$ cat src/rtl/keypad_entry_ctrl_if.sv
`default_nettype none
// ============================================================================
// Module      : keypad_entry_ctrl_if
// Description : Bundle of keypad data, debounced key events and the committed
//               entry handshake between keypad_entry_ctrl and its environment.
//               master = environment (scanner + application side),
//               slave  = keypad_entry_ctrl.
// Revision    : 1.0 - initial release
// ============================================================================
interface keypad_entry_ctrl_if #(
    parameter int MAX_DIGITS = 4
);
    logic [11:0]             key_data;
    logic                    entry_ack;
    logic                    key_evt;
    logic [3:0]              key_code;
    logic [4*MAX_DIGITS-1:0] entry_digits;
    logic [3:0]              entry_cnt;
    logic                    entry_valid;
    logic                    overflow;
    logic                    timeout;

    modport master (
        output key_data,
        output entry_ack,
        input  key_evt,
        input  key_code,
        input  entry_digits,
        input  entry_cnt,
        input  entry_valid,
        input  overflow,
        input  timeout
    );

    modport slave (
        input  key_data,
        input  entry_ack,
        output key_evt,
        output key_code,
        output entry_digits,
        output entry_cnt,
        output entry_valid,
        output overflow,
        output timeout
    );
endinterface
`default_nettype wire

$ cat src/rtl/keypad_entry_ctrl.sv
`default_nettype none
// ============================================================================
// Module      : keypad_entry_ctrl
// Description : Debounces the one-hot 4x3 keypad vector into single key events
//               and assembles them into a BCD entry ('*' clears, '#' commits).
//               Committed entries are held until acknowledged.
//               Optional idle timeout: define KEYPAD_TIMEOUT_EN.
// Revision    : 1.0 - initial release
// ============================================================================
module keypad_entry_ctrl #(
    parameter logic [15:0] DEB_CYCLES     = 16'd50000,
    parameter int          MAX_DIGITS     = 4,
    parameter logic [31:0] TIMEOUT_CYCLES = 32'd250000000
) (
    input wire logic           clk,
    input wire logic           rst,
    keypad_entry_ctrl_if.slave bus
);
    localparam logic [3:0] c_max_digits = 4'(MAX_DIGITS);
    localparam logic [3:0] c_code_star  = 4'hA;

    typedef enum logic [1:0] {
        S_IDLE = 2'd0,
        S_DEB  = 2'd1,
        S_HELD = 2'd2
    } state_t;

    state_t                  r_state;
    state_t                  w_state_nx;
    logic [11:0]             r_sample;
    logic [15:0]             r_dcnt;
    logic [15:0]             w_dcnt_nx;
    logic [15:0]             w_dcnt_inc;
    logic [3:0]              r_cand;
    logic [3:0]              w_cand_nx;
    logic                    w_dec_valid;
    logic [3:0]              w_dec_code;
    logic                    w_accept;
    logic [3:0]              w_acc_code;
    logic                    r_key_evt;
    logic [3:0]              r_key_code;
    logic [4*MAX_DIGITS-1:0] r_digits;
    logic [4*MAX_DIGITS-1:0] w_shifted;
    logic [3:0]              r_cnt;
    logic                    r_valid;
    logic                    r_overflow;
    logic                    w_timeout_hit;

    // Single sample register between the scanner and the decoder
    always_ff @(posedge clk or posedge rst) begin
        if (rst) r_sample <= '0;
        else     r_sample <= bus.key_data;
    end

    // One-hot to key code; anything not exactly one-hot is NONE
    always_comb begin
        w_dec_valid = 1'b1;
        w_dec_code  = 4'd0;
        case (r_sample)
            12'h001: w_dec_code = 4'd1;
            12'h002: w_dec_code = 4'd2;
            12'h004: w_dec_code = 4'd3;
            12'h008: w_dec_code = 4'd4;
            12'h010: w_dec_code = 4'd5;
            12'h020: w_dec_code = 4'd6;
            12'h040: w_dec_code = 4'd7;
            12'h080: w_dec_code = 4'd8;
            12'h100: w_dec_code = 4'd9;
            12'h200: w_dec_code = 4'hA;
            12'h400: w_dec_code = 4'd0;
            12'h800: w_dec_code = 4'hB;
            default: w_dec_valid = 1'b0;
        endcase
    end

    assign w_dcnt_inc = r_dcnt + 16'd1;

    // Debounce state register
    always_ff @(posedge clk or posedge rst) begin
        if (rst) begin
            r_state <= S_IDLE;
            r_dcnt  <= '0;
            r_cand  <= '0;
        end else begin
            r_state <= w_state_nx;
            r_dcnt  <= w_dcnt_nx;
            r_cand  <= w_cand_nx;
        end
    end

    // Debounce next-state: press needs DEB_CYCLES matching samples, release
    // needs DEB_CYCLES NONE samples; a held or changed key never re-fires
    always_comb begin
        w_state_nx = r_state;
        w_dcnt_nx  = r_dcnt;
        w_cand_nx  = r_cand;
        w_accept   = 1'b0;
        w_acc_code = r_cand;
        case (r_state)
            S_IDLE: begin
                if (w_dec_valid) begin
                    w_cand_nx = w_dec_code;
                    if (DEB_CYCLES == 16'd1) begin
                        // The first sample already satisfies a one-sample debounce
                        w_accept   = 1'b1;
                        w_acc_code = w_dec_code;
                        w_state_nx = S_HELD;
                        w_dcnt_nx  = '0;
                    end else begin
                        w_state_nx = S_DEB;
                        w_dcnt_nx  = 16'd1;
                    end
                end
            end
            S_DEB: begin
                if (w_dec_valid && (w_dec_code == r_cand)) begin
                    if (w_dcnt_inc == DEB_CYCLES) begin
                        w_accept   = 1'b1;
                        w_state_nx = S_HELD;
                        w_dcnt_nx  = '0;
                    end else begin
                        w_dcnt_nx = w_dcnt_inc;
                    end
                end else begin
                    w_state_nx = S_IDLE;
                    w_dcnt_nx  = '0;
                end
            end
            S_HELD: begin
                if (!w_dec_valid) begin
                    if (w_dcnt_inc == DEB_CYCLES) begin
                        w_state_nx = S_IDLE;
                        w_dcnt_nx  = '0;
                    end else begin
                        w_dcnt_nx = w_dcnt_inc;
                    end
                end else begin
                    w_dcnt_nx = '0;
                end
            end
            default: begin
                w_state_nx = S_IDLE;
                w_dcnt_nx  = '0;
            end
        endcase
    end

    // Digit append; a single-digit entry simply replaces its only digit
    generate
        if (MAX_DIGITS == 1) begin : g_shift_single
            assign w_shifted = w_acc_code;
        end else begin : g_shift_multi
            assign w_shifted = {r_digits[4*MAX_DIGITS-5:0], w_acc_code};
        end
    endgenerate

    // Key event pulse and last accepted code
    always_ff @(posedge clk or posedge rst) begin
        if (rst) begin
            r_key_evt  <= 1'b0;
            r_key_code <= '0;
        end else begin
            r_key_evt <= w_accept;
            if (w_accept) r_key_code <= w_acc_code;
        end
    end

    // Entry assembly; a pending commit blocks all actions until acknowledged
    always_ff @(posedge clk or posedge rst) begin
        if (rst) begin
            r_digits   <= '0;
            r_cnt      <= '0;
            r_valid    <= 1'b0;
            r_overflow <= 1'b0;
        end else begin
            r_overflow <= 1'b0;
            if (r_valid) begin
                if (bus.entry_ack) begin
                    r_valid  <= 1'b0;
                    r_digits <= '0;
                    r_cnt    <= '0;
                end
            end else if (w_accept) begin
                if (w_acc_code <= 4'd9) begin
                    if (r_cnt < c_max_digits) begin
                        r_digits <= w_shifted;
                        r_cnt    <= r_cnt + 4'd1;
                    end else begin
                        r_overflow <= 1'b1;
                    end
                end else if (w_acc_code == c_code_star) begin
                    r_digits <= '0;
                    r_cnt    <= '0;
                end else if (r_cnt != 4'd0) begin
                    r_valid <= 1'b1;
                end
            end else if (w_timeout_hit) begin
                r_digits <= '0;
                r_cnt    <= '0;
            end
        end
    end

`ifdef KEYPAD_TIMEOUT_EN
    logic [31:0] r_idle_cnt;
    logic [31:0] w_idle_inc;
    logic        w_idle_run;
    logic        r_timeout;

    assign w_idle_run    = (r_cnt != 4'd0) && !r_valid;
    assign w_idle_inc    = r_idle_cnt + 32'd1;
    assign w_timeout_hit = w_idle_run && !w_accept && (w_idle_inc == TIMEOUT_CYCLES);

    // Idle counter for a partial entry; any accepted key restarts it
    always_ff @(posedge clk or posedge rst) begin
        if (rst) begin
            r_idle_cnt <= '0;
            r_timeout  <= 1'b0;
        end else begin
            r_timeout <= w_timeout_hit;
            if (w_accept || !w_idle_run || w_timeout_hit) r_idle_cnt <= '0;
            else                                          r_idle_cnt <= w_idle_inc;
        end
    end

    assign bus.timeout = r_timeout;
`else
    assign w_timeout_hit = 1'b0;
    assign bus.timeout   = 1'b0;
`endif

    assign bus.key_evt      = r_key_evt;
    assign bus.key_code     = r_key_code;
    assign bus.entry_digits = r_digits;
    assign bus.entry_cnt    = r_cnt;
    assign bus.entry_valid  = r_valid;
    assign bus.overflow     = r_overflow;

endmodule
`default_nettype wire

$ cat src/flat_wrapper.sv
// flat-port wrapper written by rule: the top's interface ports become plain ports
module keypad_entry_ctrl_flat 
#(
    parameter logic [15:0] DEB_CYCLES     = 16'd50000,
    parameter int          MAX_DIGITS     = 4,
    parameter logic [31:0] TIMEOUT_CYCLES = 32'd250000000
)
  (clk, rst, bus_key_data, bus_entry_ack, bus_key_evt, bus_key_code, bus_entry_digits, bus_entry_cnt, bus_entry_valid, bus_overflow, bus_timeout);
  keypad_entry_ctrl_if #(.MAX_DIGITS(MAX_DIGITS)) bus_i ();
  input wire logic clk;
  input wire logic rst;
  input wire logic [$bits(bus_i.key_data)-1:0] bus_key_data;
  input wire logic [$bits(bus_i.entry_ack)-1:0] bus_entry_ack;
  output wire logic [$bits(bus_i.key_evt)-1:0] bus_key_evt;
  output wire logic [$bits(bus_i.key_code)-1:0] bus_key_code;
  output wire logic [$bits(bus_i.entry_digits)-1:0] bus_entry_digits;
  output wire logic [$bits(bus_i.entry_cnt)-1:0] bus_entry_cnt;
  output wire logic [$bits(bus_i.entry_valid)-1:0] bus_entry_valid;
  output wire logic [$bits(bus_i.overflow)-1:0] bus_overflow;
  output wire logic [$bits(bus_i.timeout)-1:0] bus_timeout;
  assign bus_i.key_data = bus_key_data;
  assign bus_i.entry_ack = bus_entry_ack;
  assign bus_key_evt = bus_i.key_evt;
  assign bus_key_code = bus_i.key_code;
  assign bus_entry_digits = bus_i.entry_digits;
  assign bus_entry_cnt = bus_i.entry_cnt;
  assign bus_entry_valid = bus_i.entry_valid;
  assign bus_overflow = bus_i.overflow;
  assign bus_timeout = bus_i.timeout;
  keypad_entry_ctrl #(.DEB_CYCLES(DEB_CYCLES), .MAX_DIGITS(MAX_DIGITS), .TIMEOUT_CYCLES(TIMEOUT_CYCLES)) u_core (.clk(clk), .rst(rst), .bus(bus_i));
endmodule
$ cat config.mk
export PLATFORM = sky130hd
export DESIGN_NAME = keypad_entry_ctrl_flat
export DESIGN_NICKNAME = d
export VERILOG_FILES = /design/src/rtl/keypad_entry_ctrl_if.sv /design/src/rtl/keypad_entry_ctrl.sv /design/src/flat_wrapper.sv
export SDC_FILE = /design/constraint.sdc
export NUM_CORES = 1
export LEC_CHECK = 0
export CORE_ASPECT_RATIO = 1.2
export CORE_MARGIN = 1
export CORE_UTILIZATION = 55
export CTS_CLUSTER_DIAMETER = 80
export DETAILED_ROUTE_END_ITERATION = 8
export GPL_TIMING_DRIVEN = 0
export PLACE_DENSITY = 0.79
export SLEW_MARGIN = 40
export SYNTH_ARGS = -nofsm -noshare
export SYNTH_HDL_FRONTEND = slang
export SYNTH_SLANG_ARGS = --single-unit
export TNS_END_PERCENT = 1
$ cat constraint.sdc
create_clock -name clk -period 9.5 [get_ports clk]
set_input_delay 1.9 -clock clk [delete_from_list [all_inputs] [get_ports clk]]
set_output_delay 1.9 -clock clk [all_outputs]
set_load 0.01 [all_outputs]
==> results of run 1 <==
cell usage after synthesis, types with 5 or more instances:
cell type  count  share of area, %
a211oi_1       5               1.1
a21oi_1       11               1.6
a22o_1        14               3.6
and2_1        10               1.8
clkbuf_1      11               1.2
dfrtp_1       61                45
inv_1         12               1.3
mux2_2         5               1.6
nand2_1       40               4.4
nand2b_1       7               1.3
nand3_1       10               1.5
nand4_1        7               1.3
nor2_1        22               2.4
nor3_1        11               1.6
nor4_1         8               1.5
o211ai_1       9               2.0
o21ai_0       17               2.5
or2_2          5              0.92
or4_1          5               1.1
xor2_1         7               1.8
routing by layer:
metal	GRT usage, %	vias up	share of wire, %
met2	44.46	64	52
li1	-	1415	-
met5	0	-	0
met3	3.759	16	3.3
met1	31.44	1491	43
met4	14.16	0	2.0
report_power, final:
| group | leakage, uW | internal (uW) | switching (uW) | total, uW |
|---|---|---|---|---|
| clock network | 0.0000918 | 122 | 111 | 233 |
| registers | 0.000812 | 266 | 7.09 | 273 |
| logic | 0.000780 | 17.7 | 19.7 | 37.4 |
| total | 0.00168 | 405 | 138 | 543 |
cell type report:
type	count	area (um2)
plain buffers	19	107.6
clock buffers	9	123.9
clock inverters	7	75.07
fillers	466	1849
inverters	12	47.55
multi-input cells	264	1749
flip-flops and latches	61	1526
well taps	82	102.6
repair buffers	42	430.4
per-stage QoR:
stage / instances / hold WS (ns)
after floorplan: 356 / 0.5098
after global placement: 479 / 0.4858
final: 496 / 0.5066
after CTS: 496 / 0.5127
after detailed placement: 480 / 0.4867
after global routing: 496 / 0.5313
flip-flops by register name, summed over array words and instances (netlist names):
| signal | count |
|---|---|
| u_core.bus.entry_cnt | 4 |
| u_core.bus.key_code | 4 |
| u_core.r_sample | 12 |
| u_core.bus.entry_valid | 1 |
| u_core.r_cand | 4 |
| u_core.bus.key_evt | 1 |
| u_core.r_dcnt | 16 |
| u_core.bus.entry_digits | 16 |
| u_core.bus.overflow | 1 |
| u_core.r_state | 2 |
worst paths after layout:
kind,slack (ns),end,from,cells after the start
min in group asynchronous,1.86,u_core.r_dcnt[9],rst,2
max in group asynchronous,7.14,u_core.r_sample[0],rst,3
max,6.07,u_core.bus.key_code[3],u_core.r_sample[5],8
min reg2reg,0.51,u_core.bus.key_code[3],u_core.bus.key_code[3],1
max reg2reg,6.07,u_core.bus.key_code[3],u_core.r_sample[5],8
min,0.51,u_core.bus.key_code[3],u_core.bus.key_code[3],1
cell families (layout without fill, tap and decap cells):
group,Yosys count,count (layout),share of synthesized area [%]
adders and majority gates,3,3,1.099
xor gates and xnor gates,10,10,2.564
AOI/OAI and AO/OA,89,89,19.23
and+or+nand+nor,150,150,24.29
other,1,1,0.1098
DFF,61,61,44.69
muxes,11,11,3.553
buffers and inverters,31,89,4.469
==> flow_metrics.py, run 1 <==
metrics = {
    "setup_path": {
        "critPathCaptureType": "register",
        "critPathRequiredTime_ns": 9.73,
        "path_max_fanout": 9,
        "crit_type": "reg2reg",
        "critPathLaunchType": "register",
        "arrival_ns": 3.66,
        "worstPathCellList": "clkbuf_1 > or4_1 > or2_2 > a21oi_1 > nor3_2 > nor4_4 > nand2_2 > mux2_1",
        "critPathTopFamily": "simple AND/OR/NAND/NOR gates",
        "cp_slowest_cell": "or4_1",
        "cpPeakStageDelay_ns": 0.62,
        "worst-path-buf-inv": 1,
    },
    "routing": {
        "first_pass_iters": 4,
        "drt-total-wl_um": 7839,
        "drc": 0,
        "ant_nets": 0,
        "vias": 2986,
        "drtIter0Drc": 181,
        "drt-vias-per-instance": 6.020,
        "routedWlPerCell_um": 15.80,
    },
    "logic_synthesis": {
        "synth_fp_nets": 374,
        "synth.avg_cell_area_um2": 9.595,
        "syn_area_mm2": 0.003416,
        "ys_types": 62,
        "ys.flop_type": "dfrtp_1",
        "synth-seq-area-share_pct": 44.69,
        "ys_ff_latch": 61,
        "synthCells": 356,
        "yosysWarnings": 0,
        "synth-edff-count": 0,
        "synthArstFlopShare_pct": 100.0,
    },
    "worst_hold_path": {
        "hold_class": "reg2reg",
    },
    "floorplanning": {
        "die_x_um": 73.94,
        "pin_count": 43,
        "rows": 31,
        "die_h_um": 88.33,
        "core_mm2": 0.006012,
        "dieArea_mm2": 0.006531,
        "initial_core_util_pct": 56.82,
    },
    "timing": {
        "slew_viol_final": 0,
        "max_slew_margin_pct": 47.59,
        "worst_pin_slew_ns": 0.7790,
        "rsz0062_at_grt": "no",
        "hold_viol": 0,
        "fin_crit_ns": 3.429,
        "layout_setup_ws_ns": 6.071,
        "tns_ns": 0,
        "post-route-period-util_pct": 36.10,
        "max_freq_ghz": 0.2916,
        "finalClockSkew_ns": 0.01023,
        "finalSetupViolCount": 0,
    },
    "cts": {
        "cts_tree": "done",
        "numCtsBuffers": 9,
        "cts.clk_slew.worst_paths_ns": 0.07,
        "cts_resized": 0,
        "root_buffer": "clkbuf_8",
        "post-cts-setup-buffers": 0,
        "hold_buffers": 0,
        "clock_path_buffers": 2,
        "htree_levels": 3,
        "cts_sinks": 61,
        "clk_latency_ns": 0.35,
    },
    "run": {
        "cap_viol_max_count": 0,
    },
    "layout": {
        "final_cell_mix": "dfrtp_1, clkdlybuf4s50_1, nand2_1, nor2_1, o21ai_0",
        "layout_commonest_cell": "dfrtp_1",
        "finalNetCount": 427,
        "syn_to_final_growth_pct": 21.87,
        "antenna_cells": 0,
        "layout-drive-gt1-share_pct": 11.35,
        "stdcell_area_mm2": 0.004163,
        "fin_util_pct": 69.24,
    },
    "place": {
        "place_hpwl_um": 5592,
        "port_buffers": 41,
        "place_area_mm2": 0.003951,
        "dp_slack_ns": 5.890,
        "gp_congestion": 0.8279,
    },
    "global_routing": {
        "grt_max_degree": 40,
        "grt_antenna_before_repair": 0,
        "grt.overflow.total": 0,
        "grt_pass1_wl_um": 12910,
        "grt_pass1_vias": 2795,
        "grt_use_total_pct": 26.03,
    },
    "status": {
        "status": "completed",
    },
    "power_and_ir_drop": {
        "vdd_drop_max_v": 0.0001025,
        "leakagePower_uw": 0.001684,
        "power_uw": 542.7,
        "p_per_area_mw_per_mm2": 130.4,
    },
}
Power figures use the tool's default switching activity.
==> run 2: changes to the inputs <==
==> constraint.sdc (replaced) <==
create_clock -name clk -period 3.4 [get_ports clk]
set_input_delay 0.68 -clock clk [delete_from_list [all_inputs] [get_ports clk]]
set_output_delay 0.68 -clock clk [all_outputs]
set_load 0.01 [all_outputs]
==> flow_metrics.py, run 2 (same netlist as run 1, synthesis figures left out) <==
metrics = {
    "status": {
        "status": "completed",
    },
    "run": {
        "cap_viol_max_count": 0,
    },
    "floorplanning": {
        "rows": 31,
        "die_h_um": 88.33,
        "die_x_um": 73.94,
        "core_mm2": 0.006012,
        "initial_core_util_pct": 56.82,
        "dieArea_mm2": 0.006531,
        "pin_count": 43,
    },
    "layout": {
        "fin_util_pct": 70.11,
        "layout_commonest_cell": "dfrtp_1",
        "multiInputGateArea_mm2": 0.001772,
        "fill_cells": 463,
        "syn_to_final_growth_pct": 23.41,
        "seqCellArea_mm2": 0.001526,
        "layout-drive-gt1-share_pct": 12.92,
        "fin_cells": 500,
        "final_cell_mix": "dfrtp_1, clkdlybuf4s50_1, nand2_1, nor2_1, o21ai_0",
        "antenna_cells": 0,
        "finalNetCount": 431,
    },
    "routing": {
        "ant_nets": 0,
        "routed.top_layer": "met4",
        "routedWlPerCell_um": 15.82,
        "drt-vias-per-instance": 5.990,
        "wl_met3_um": 266,
        "met1_length_um": 3359,
        "first_pass_iters": 5,
        "drtIter0Drc": 172,
        "vias": 2995,
        "drc": 0,
        "routed-wl-met2_um": 4053,
        "drt-total-wl_um": 7912,
    },
    "timing": {
        "rsz0062_at_grt": "no",
        "holdWs_ns": 0.5065,
        "post-route-period-util_pct": 95.40,
        "layout_setup_ws_ns": 0.1562,
        "worst_pin_slew_ns": 0.7222,
        "max_slew_margin_pct": 51.48,
        "fin_crit_ns": 3.244,
        "slew_viol_final": 0,
        "finalSetupViolCount": 0,
        "finalClockSkew_ns": 0.01022,
        "max_freq_ghz": 0.3083,
        "hold_viol": 0,
    },
    "power_and_ir_drop": {
        "vdd_drop_max_v": 0.0002887,
        "p_per_area_mw_per_mm2": 360.2,
        "power_uw": 1518,
        "leakagePower_uw": 0.001729,
    },
    "cts": {
        "htree_levels": 3,
        "hold_buffers": 0,
        "cts_tree": "done",
        "clock_path_buffers": 2,
        "cts.clk_slew.worst_paths_ns": 0.07,
        "cts_sinks": 61,
        "root_buffer": "clkbuf_8",
        "clk_latency_ns": 0.35,
        "numCtsBuffers": 9,
    },
    "setup_path": {
        "cpPeakStageDelay_ns": 0.56,
        "path_max_fanout": 6,
        "critPathCaptureType": "register",
        "crit_type": "reg2reg",
        "worstReg2RegStart": "u_core.r_dcnt[0]",
        "rr_endpoint": "u_core.bus.key_code[3]",
        "cp_slowest_cell": "nor4b_1",
        "r2r_cells": 8,
        "critPathRequiredTime_ns": 3.63,
        "arrival_ns": 3.47,
        "critPathLaunchType": "register",
        "reg2reg_slack_ns": 0.16,
        "worstPathCellList": "ha_1 > nand4_1 > or3_1 > a221o_1 > nor4b_1 > and2_1 > nand2_2 > mux2_1",
    },
    "place": {
        "dp.cells": 480,
        "dp_slack_ns": -0.2103,
        "place_hpwl_um": 5592,
        "gp_congestion": 0.8279,
        "port_buffers": 41,
    },
    "worst_hold_path": {
        "hold_depth": 1,
        "hold_class": "reg2reg",
        "min-delay-start": "u_core.bus.key_code[3]",
        "hold_end": "u_core.bus.key_code[3]",
    },
    "global_routing": {
        "grt_antenna_before_repair": 0,
        "grt_max_degree": 40,
        "grt_pass1_vias": 2797,
        "grt_use_total_pct": 26.03,
        "grt.overflow.total": 0,
        "grt_pass1_wl_um": 12910,
    },
}
[run 2: changes by cell type in the layout (fill, tap and decap cells not counted), sizes merged]
cell,change
buf,+4
[run 2: area by class of cell]
cell class              count  share of cell area, %
well taps                  82                  2.434
inverters                  12                  1.128
repair buffers             46                  10.92
plain buffers              19                  2.553
multi-input cells         264                  42.03
clock buffers               9                  2.939
clock inverters             7                  1.781
flip-flops and latches     61                  36.21
[run 2: how the worst max path moves through the flow]
stage / start / endpoint / slack (ns)
after floorplan: u_core.r_sample[8] / u_core.bus.entry_digits[10] / 0.37
after global placement: u_core.r_dcnt[0] / u_core.bus.entry_digits[7] / -0.10
after detailed placement: u_core.r_dcnt[0] / u_core.bus.entry_digits[10] / -0.21
after CTS: u_core.r_dcnt[0] / u_core.bus.entry_digits[10] / 0.05
after global routing: u_core.r_sample[9] / u_core.bus.entry_digits[7] / 0.005
final: u_core.r_dcnt[0] / u_core.bus.key_code[3] / 0.16
[run 2: per-layer routing]
metal,vias to the layer above,global-route usage (%)
met5,-,0
met2,61,44.55
met4,0,14.16
met3,22,3.759
met1,1487,31.37
li1,1425,-
[run 2: metrics by stage]
stage	TNS (ns)	instance area, um2
2_1_floorplan	0	3416
3_3_place_gp	-0.7277	3929
3_5_place_dp	-2.510	3951
4_1_cts	0	4165
5_1_grt	0	4215
6_report	0	4215
[run 2: worst max-delay path: cells and delay by family, from the launching register on]
kind | cells | cell delay (ns)
DFF | 1 | 0.44
AOI/OAI and AO/OA | 1 | 0.40
muxes | 1 | 0.34
adders and majority gates | 1 | 0.26
and+or+nand+nor | 5 | 1.68
[run 2: report_power, final]
group | switching [uW] | internal [uW] | total, uW
sequential | 19.8 | 742 | 762
clock | 312 | 340 | 652
combinational | 55.1 | 49.5 | 105
[run 2: repair_timing]
| action | in CTS | in global routing |
|---|---|---|
| endpoints found under the setup margin | 32 | 34 |
| pin swaps | 0 | 2 |
| setup buffers | 0 | 4 |
| endpoints found under the hold margin | 0 | 0 |
| cloned | 0 | 0 |
| gates resized for setup | 2 | 3 |
